`src/rtl/labyrinth_pkg.sv`:
```
// Shared direction indices, repeat-FSM state encoding and axis conflict resolution.
// Latency: n/a (types, constants and a combinational helper only).
// Backpressure: n/a.
package labyrinth_pkg;

   localparam int DIR_UP    = 0;
   localparam int DIR_DOWN  = 1;
   localparam int DIR_LEFT  = 2;
   localparam int DIR_RIGHT = 3;
   localparam int NUM_DIR   = 4;

   typedef enum logic [1:0] {
      ST_IDLE   = 2'b00,
      ST_HOLD   = 2'b01,
      ST_REPEAT = 2'b10
   } rpt_state_t;

   // Opposing buttons on one axis cancel each other; the other axis is untouched.
   function automatic logic [NUM_DIR-1:0] resolve_axes(input logic [NUM_DIR-1:0] b);
      logic [NUM_DIR-1:0] r;
      r[DIR_UP]    = b[DIR_UP]    & ~b[DIR_DOWN];
      r[DIR_DOWN]  = b[DIR_DOWN]  & ~b[DIR_UP];
      r[DIR_LEFT]  = b[DIR_LEFT]  & ~b[DIR_RIGHT];
      r[DIR_RIGHT] = b[DIR_RIGHT] & ~b[DIR_LEFT];
      return r;
   endfunction

endpackage

```
`src/rtl/move_strobe_gen_if.sv`:
```
// Control/sample inputs and strobe outputs of the movement strobe generator.
// Latency: n/a (wires only).
// Backpressure: none; strobes are fire-and-forget.
interface move_strobe_gen_if #(
   parameter int ACC_W = 9
);
   logic                    en;
   logic                    mode;
   logic [3:0]              btn_in;
   logic signed [ACC_W-1:0] accel_x;
   logic signed [ACC_W-1:0] accel_y;
   logic [3:0]              move;
   logic                    tick;

   modport master (output en, mode, btn_in, accel_x, accel_y, input move, tick);
   modport slave  (input en, mode, btn_in, accel_x, accel_y, output move, tick);
endinterface

```
`src/rtl/move_repeat_fsm.sv`:
```
// Per-direction press/hold/auto-repeat state machine producing a raw strobe request.
// Latency: combinational strobe request; the parent registers it (1 cycle to move).
// Backpressure: none; force_idle or a released button drops to IDLE next cycle.
module move_repeat_fsm
   import labyrinth_pkg::*;
#(
   parameter int REPEAT_DLY = 3
) (
   input  logic clk,
   input  logic reset,
   input  logic force_idle,
   input  logic btn_eff,
   input  logic btn_rise,
   input  logic tick_evt,
   output logic strobe
);

   localparam logic [3:0] HOLD_LAST = 4'(REPEAT_DLY);

   rpt_state_t state_q, state_d;
   logic [3:0] hold_q, hold_d;

   // Next state, hold count and strobe request; release or force_idle wins over everything.
   always_comb begin
      state_d = state_q;
      hold_d  = hold_q;
      strobe  = 1'b0;
      if (force_idle || !btn_eff) begin
         state_d = ST_IDLE;
         hold_d  = '0;
      end else begin
         case (state_q)
            ST_IDLE: begin
               if (btn_rise) begin
                  state_d = ST_HOLD;
                  hold_d  = '0;
                  strobe  = 1'b1;
               end
            end
            ST_HOLD: begin
               if (tick_evt) begin
                  hold_d = hold_q + 4'd1;
                  if (hold_d == HOLD_LAST) begin
                     state_d = ST_REPEAT;
                  end
               end
            end
            ST_REPEAT: begin
               strobe = tick_evt;
            end
            default: begin
               state_d = ST_IDLE;
               hold_d  = '0;
            end
         endcase
      end
   end

   // State and hold counter registers with synchronous active-low reset.
   always_ff @(posedge clk) begin
      if (!reset) begin
         state_q <= ST_IDLE;
         hold_q  <= '0;
      end else begin
         state_q <= state_d;
         hold_q  <= hold_d;
      end
   end

endmodule

```
`src/rtl/move_strobe_gen.sv`:
```
// Tick divider, tilt decode and four repeat FSMs generating movement strobes.
// Latency: 1 cycle from input to move/tick (registered outputs).
// Backpressure: none; en low freezes the divider and idles all outputs.
module move_strobe_gen
   import labyrinth_pkg::*;
#(
   parameter int CLK_HZ      = 100000000,
   parameter int TICK_HZ     = 10,
   parameter int REPEAT_DLY  = 3,
   parameter int ACC_W       = 9,
   parameter int TILT_THRESH = 32
) (
   input  logic               clk,
   input  logic               reset,
   move_strobe_gen_if.slave   bus
);

   localparam int P  = CLK_HZ / TICK_HZ;
   localparam int CW = $clog2(P);
   localparam logic [CW-1:0]          CNT_LAST = CW'(P - 1);
   localparam logic [CW-1:0]          CNT_HALF = CW'(P / 2 - 1);
   localparam logic signed [ACC_W:0]  THR_P    = (ACC_W+1)'(TILT_THRESH);
   localparam logic signed [ACC_W:0]  THR_N    = -THR_P;
   localparam logic [ACC_W:0]         THR_2    = (ACC_W+1)'(2 * TILT_THRESH);

   logic [CW-1:0]        cnt_q, cnt_d;
   logic                 tick_q, tick_d;
   logic [NUM_DIR-1:0]   move_q, move_d;
   logic [NUM_DIR-1:0]   btn_hist_q, btn_hist_d;
   logic                 arm_q, arm_d;
   logic                 mode_q, mode_d;

   logic                 tick_evt, half_evt, mode_chg, force_idle;
   logic [NUM_DIR-1:0]   btn_eff, btn_rise, fsm_strb, tilt_strb;
   logic signed [ACC_W:0] ax, ay;
   logic [ACC_W:0]       mag_x, mag_y;
   logic [NUM_DIR-1:0]   tilt_act, tilt_fast;

   // Divider events, mode-change detection and button edge detection.
   always_comb begin
      cnt_d = cnt_q;
      if (bus.en) begin
         cnt_d = (cnt_q == CNT_LAST) ? '0 : cnt_q + 1'b1;
      end
      tick_evt   = bus.en & (cnt_q == CNT_LAST);
      half_evt   = bus.en & (cnt_q == CNT_HALF);
      mode_chg   = bus.mode ^ mode_q;
      force_idle = ~bus.en | bus.mode | mode_chg;
      btn_eff    = resolve_axes(bus.btn_in);
      // arm_q blocks a button held across reset release from looking like a fresh press
      btn_rise   = btn_eff & ~btn_hist_q & {NUM_DIR{arm_q}};
      btn_hist_d = btn_eff;
      arm_d      = 1'b1;
      mode_d     = bus.mode;
   end

   // Tilt decode in ACC_W+1 bits so negating the most negative sample cannot wrap.
   always_comb begin
      ax    = {bus.accel_x[ACC_W-1], bus.accel_x};
      ay    = {bus.accel_y[ACC_W-1], bus.accel_y};
      mag_x = ax[ACC_W] ? $unsigned(-ax) : $unsigned(ax);
      mag_y = ay[ACC_W] ? $unsigned(-ay) : $unsigned(ay);
      tilt_act[DIR_RIGHT]  = ax > THR_P;
      tilt_act[DIR_LEFT]   = ax < THR_N;
      tilt_act[DIR_DOWN]   = ay > THR_P;
      tilt_act[DIR_UP]     = ay < THR_N;
      tilt_fast[DIR_RIGHT] = mag_x > THR_2;
      tilt_fast[DIR_LEFT]  = mag_x > THR_2;
      tilt_fast[DIR_DOWN]  = mag_y > THR_2;
      tilt_fast[DIR_UP]    = mag_y > THR_2;
      tilt_strb = tilt_act & ({NUM_DIR{tick_evt}} | (tilt_fast & {NUM_DIR{half_evt}}));
   end

   for (genvar i = 0; i < NUM_DIR; i++) begin : g_dir
      move_repeat_fsm #(
         .REPEAT_DLY (REPEAT_DLY)
      ) u_fsm (
         .clk        (clk),
         .reset      (reset),
         .force_idle (force_idle),
         .btn_eff    (btn_eff[i]),
         .btn_rise   (btn_rise[i]),
         .tick_evt   (tick_evt),
         .strobe     (fsm_strb[i])
      );
   end

   // Output selection: nothing leaves while disabled or on the cycle the mode flips.
   always_comb begin
      move_d = '0;
      if (bus.en && !mode_chg) begin
         move_d = bus.mode ? tilt_strb : fsm_strb;
      end
      tick_d = tick_evt;
   end

   // Registered outputs, divider and history with synchronous active-low reset.
   always_ff @(posedge clk) begin
      if (!reset) begin
         cnt_q      <= '0;
         tick_q     <= 1'b0;
         move_q     <= '0;
         btn_hist_q <= '0;
         arm_q      <= 1'b0;
         mode_q     <= 1'b0;
      end else begin
         cnt_q      <= cnt_d;
         tick_q     <= tick_d;
         move_q     <= move_d;
         btn_hist_q <= btn_hist_d;
         arm_q      <= arm_d;
         mode_q     <= mode_d;
      end
   end

   assign bus.move = move_q;
   assign bus.tick = tick_q;

endmodule

```
`src/flat_wrapper.sv`:
```
// flat-port wrapper written by rule: the top's interface ports become plain ports
module move_strobe_gen_flat import labyrinth_pkg::*;
#(
   parameter int CLK_HZ      = 100000000,
   parameter int TICK_HZ     = 10,
   parameter int REPEAT_DLY  = 3,
   parameter int ACC_W       = 9,
   parameter int TILT_THRESH = 32
)
  (clk, reset, bus_en, bus_mode, bus_btn_in, bus_accel_x, bus_accel_y, bus_move, bus_tick);
  move_strobe_gen_if #(.ACC_W(ACC_W)) bus_i ();
  input  logic clk;
  input  logic reset;
  input wire logic [$bits(bus_i.en)-1:0] bus_en;
  input wire logic [$bits(bus_i.mode)-1:0] bus_mode;
  input wire logic [$bits(bus_i.btn_in)-1:0] bus_btn_in;
  input wire logic [$bits(bus_i.accel_x)-1:0] bus_accel_x;
  input wire logic [$bits(bus_i.accel_y)-1:0] bus_accel_y;
  output wire logic [$bits(bus_i.move)-1:0] bus_move;
  output wire logic [$bits(bus_i.tick)-1:0] bus_tick;
  assign bus_i.en = bus_en;
  assign bus_i.mode = bus_mode;
  assign bus_i.btn_in = bus_btn_in;
  assign bus_i.accel_x = bus_accel_x;
  assign bus_i.accel_y = bus_accel_y;
  assign bus_move = bus_i.move;
  assign bus_tick = bus_i.tick;
  move_strobe_gen #(.CLK_HZ(CLK_HZ), .TICK_HZ(TICK_HZ), .REPEAT_DLY(REPEAT_DLY), .ACC_W(ACC_W), .TILT_THRESH(TILT_THRESH)) u_core (.clk(clk), .reset(reset), .bus(bus_i));
endmodule
```
`config.mk`:
```
export PLATFORM = sky130hd
export DESIGN_NAME = move_strobe_gen_flat
export DESIGN_NICKNAME = d
export VERILOG_FILES = /design/src/rtl/labyrinth_pkg.sv /design/src/rtl/move_strobe_gen_if.sv /design/src/rtl/move_repeat_fsm.sv /design/src/rtl/move_strobe_gen.sv /design/src/flat_wrapper.sv
export SDC_FILE = /design/constraint.sdc
export NUM_CORES = 1
export LEC_CHECK = 0
export ABC_CLOCK_PERIOD_IN_PS = 5100
export BUFFER_PORTS_ARGS = -buffer_cell sky130_fd_sc_hd__buf_4
export CORE_MARGIN = 2
export CORE_UTILIZATION = 48
export CTS_BUF_LIST = sky130_fd_sc_hd__clkbuf_4 sky130_fd_sc_hd__clkbuf_8
export DETAILED_ROUTE_END_ITERATION = 6
export PLACE_DENSITY = 0.72
export SLEW_MARGIN = 20
export SYNTH_ARGS = -nofsm -noshare
export SYNTH_HDL_FRONTEND = slang
export SYNTH_SLANG_ARGS = --single-unit
```
`constraint.sdc`:
```
create_clock -name clk -period 5.1 [get_ports clk]
set_input_delay 1.02 -clock clk [delete_from_list [all_inputs] [get_ports clk]]
set_output_delay 1.02 -clock clk [all_outputs]
set_load 0.1 [all_outputs]
```
==> summary.md <==
| Metric | Value |
|---|---|
| Area fraction of the dominant cell type after synthesis | `between 30 and 40%` |
| Final setup fails | `0` |
| Most instantiated cells after synthesis | `nor2_1, dfxtp_1, nand2_1, a21oi_1, xor2_1` |
| Post-CTS Resized | `0` |
| Post-synth top flop | `dfxtp_1` |
| Most frequent cell after synthesis | `nor2_1` |
| Post-synthesis average cell area | `between 8 and 9 sq um` |
| RSZ-0062 raised after global routing | `false` |
| CTS Buf Count | `9` |
| Buffers on Ports | `30` |
| I/O pins | `31` |
| Worst-path clk slew | `approximately 0.060 ns` |
| Max Cap Violations | `0` |
| Critical Path AT | `around 3.2 ns` |
| Max clock buf depth | `2` |
| Cell Int Power | `~780 uW` |
| Hold wc startpoint | `u_core.g_dir[2].u_fsm.hold_q[1]` |
| Global-route wire length before repair | `11.9 mm` |
| Logic pwr share | `6.5%` |
| Hold path cells | `2` |
| Max Fanout on Critical Path | `12` |
| Worst R2R Path Depth | `8` |
| Antenna Nets Post-Route | `0` |
| CTS tree | `built` |
| Reg-to-reg endpoint | `u_core.g_dir[2].u_fsm.hold_q[1]` |
| Syn_nets | `~440` |
| DR DRC count | `0` |
| Die width | `86.5 um` |
| PD cells | `approximately 260 nW/um^2` |
| Die H | `approximately 87 um` |
| Via count | `around 2900` |
| WL/cell | `approximately 13 um` |
| Clk network pwr share | `between 40% and 50%` |
| H-tree depth reported by CTS | `3` |
| Max-slew violation count | `0` |
| Required @ worst endpoint | `around 5.4 ns` |
| Vias in the first global route | `about 2700` |
| Status | `complete, no violations` |
| Clk sink count | `around 60` |
| Tcrit/Tclk final | `between 50% and 60%` |
| Leak | `0.00138 uW` |
| Initial antenna violation count | `0` |
| Hold Path Class | `reg -> reg` |
| Setup tns final | `0 ns` |
| Tot GR Track Use | `around 20%` |
| Syn Std Cell Area | `~3300 sq um` |
| Sw Share | `roughly 21%` |
| FF+latch count, synth | `59` |
| Final WL | `about 6.7 mm` |
| Final Util | `between 50% and 60%` |
| # hold bufs at CTS | `0` |
| Sequential fraction of design power | `47.3%` |
| Initial Util | `between 40 and 50%` |
| Pre-antenna DRT Iters | `4` |
| Hold Vio Cnt, Final | `0` |
| Clk Latency, worst-skew pair | `around 0.34 ns` |
| Minimum clock period | `approximately 2.9 ns` |
| Postcts setup bufs | `0` |
| Flop-to-flop setup slack | `about 2.5 ns` |
| Post-synthesis cell type count | `61` |
| Critical path startpoint category | `input port` |
| Worst R2R Start | `u_core.cnt_q[0]` |
| CP Class | `in -> reg` |
| GPL Wtd Cong | `between 0.8 and 0.9` |
| Overflow after GRT | `0` |
| Pin count of the biggest net entering global routing | `24` |
| Synth async-reset ratio | `0%` |
| Layout cells sized above 1 | `around 13%` |
| Post-Synthesis Cells | `405` |
| Switching power | `between 200 and 250 uW` |
| Vias per std cell | `approximately 5.5` |
| Worst-margin pin slew | `around 0.79 ns` |
| CTS Root Cell | `clkbuf_8` |
| Element type at the critical path end | `flip-flop` |
| Max IR drop VDD | `0.156 mV` |
| Yosys top cell by area | `dfxtp_1` |
| Die ar. | `between 7000 and 8000 sq um` |
| Post-synth EDFFs | `0` |
| Achievable Freq | `344 MHz` |
| Diodes inserted | `0` |
| Fin nets | `473` |
| P&R area growth vs syn | `14.8%` |
| Clock Skew | `about 0.0088 ns` |
| Yosys Warn Count | `0` |
| 1st-iter DRT viols | `approximately 210` |
| # rows | `30` |
| Ranking of synthesized cells by area | `dfxtp_1, nor2_1, xor2_1` |
| Hold Path End | `u_core.g_dir[2].u_fsm.hold_q[1]` |
| Core area | `6680 sq um` |
| Slew margin rel. | `a little under half` |
| DPL Wire Length | `approximately 5 mm` |
| Seq/Total Area, Yosys | `around 36%` |
## registers in the layout, indices dropped and copies added, names as in the netlist
name,count
u_core.g_dir.u_fsm.state_q,8
u_core.cnt_q,24
u_core.bus.tick,1
u_core.btn_hist_q,4
u_core.mode_q,1
u_core.arm_q,1
u_core.g_dir.u_fsm.hold_q,16
u_core.bus.move,4
## power by group through the flow
stage	logic (uW)	registers, uW	clock network, uW
after global routing	73.3	468	489
after CTS	65.2	468	466
after detailed placement	64.6	478	0
after global placement	63.9	478	0
final	64.8	468	458
after floorplan	37.2	478	0
## stage by stage
stage                     hold WS, ns  cell area (sq um)  instances  setup slack [ns]  power (uW)
after floorplan                 0.465               3270        405              2.30         515
after global placement          0.480               3540        505              1.88         542
after detailed placement        0.490               3540        505              1.81         543
after CTS                       0.499               3750        521              2.18         999
after global routing            0.521               3750        521              2.00        1030
final                           0.495               3750        521              2.19         990
## critical path, cell delays in order
cell and delay (ns):
buf_4 0.14, nand4_2 0.12, or3_4 0.40, nor3_2 0.67, o21ai_1 0.11, and2_1 0.26
or3_1 0.32, a21oi_1 0.14
## layer usage
layer  vias up  wire length, um  GRT usage [%]
li1       1498                -              -
met1      1335             3220           26.2
met2        33             3110           31.1
met3        11              228           4.57
met4         0              119           8.52
met5         -                0              0
## cell type report
type                       count  area, sq um
clock inverter                 1         30.0
fill                         614         2930
multi-input combinational    321         1970
timing repair buffer          30          225
inverter                      15         56.3
tap                           80          100
clock buffer                  15          188
sequential                    59         1180
## placed cells by master, fill, tap and decap left out, drive strengths merged, types with 9 or more instances in the layout
cell type / synthesis / routed
xnor2: 13 / 13
nand3: 18 / 18
and3: 9 / 9
nor2: 64 / 64
nand2: 29 / 29
ha: 11 / 11
clkbuf: 3 / 15
o21ai: 16 / 16
xor2: 19 / 19
nor3: 13 / 13
inv: 15 / 15
dfxtp: 59 / 59
a21oi: 26 / 26
buf: 7 / 30
or3: 10 / 10
## logic make-up after synthesis
group | count (synthesis) | synth area share (%)
simple gates | 202 | 32.6
xor+xnor | 32 | 8.57
fa+ha+maj | 11 | 4.21
compound gates | 70 | 13.2
flops | 59 | 36.1
mux | 6 | 1.88
buf+inv | 25 | 3.48
## worst max-delay path by stage
| stage | from | end | slack (ns) | cells past startpoint |
|---|---|---|---|---|
| 2_1_floorplan | bus_en | u_core.g_dir[0].u_fsm.hold_q[3] | 2.30 | 7 |
| 3_3_place_gp | bus_en | u_core.cnt_q[2] | 1.88 | 6 |
| 3_5_place_dp | bus_en | u_core.cnt_q[23] | 1.81 | 6 |
| 4_1_cts | bus_en | u_core.cnt_q[3] | 2.18 | 6 |
| 5_1_grt | bus_accel_x[0] | u_core.bus.move[2] | 2.00 | 10 |
| 6_report | bus_en | u_core.g_dir[2].u_fsm.hold_q[1] | 2.19 | 8 |
No activity file was read; power rests on OpenSTA's default activity.
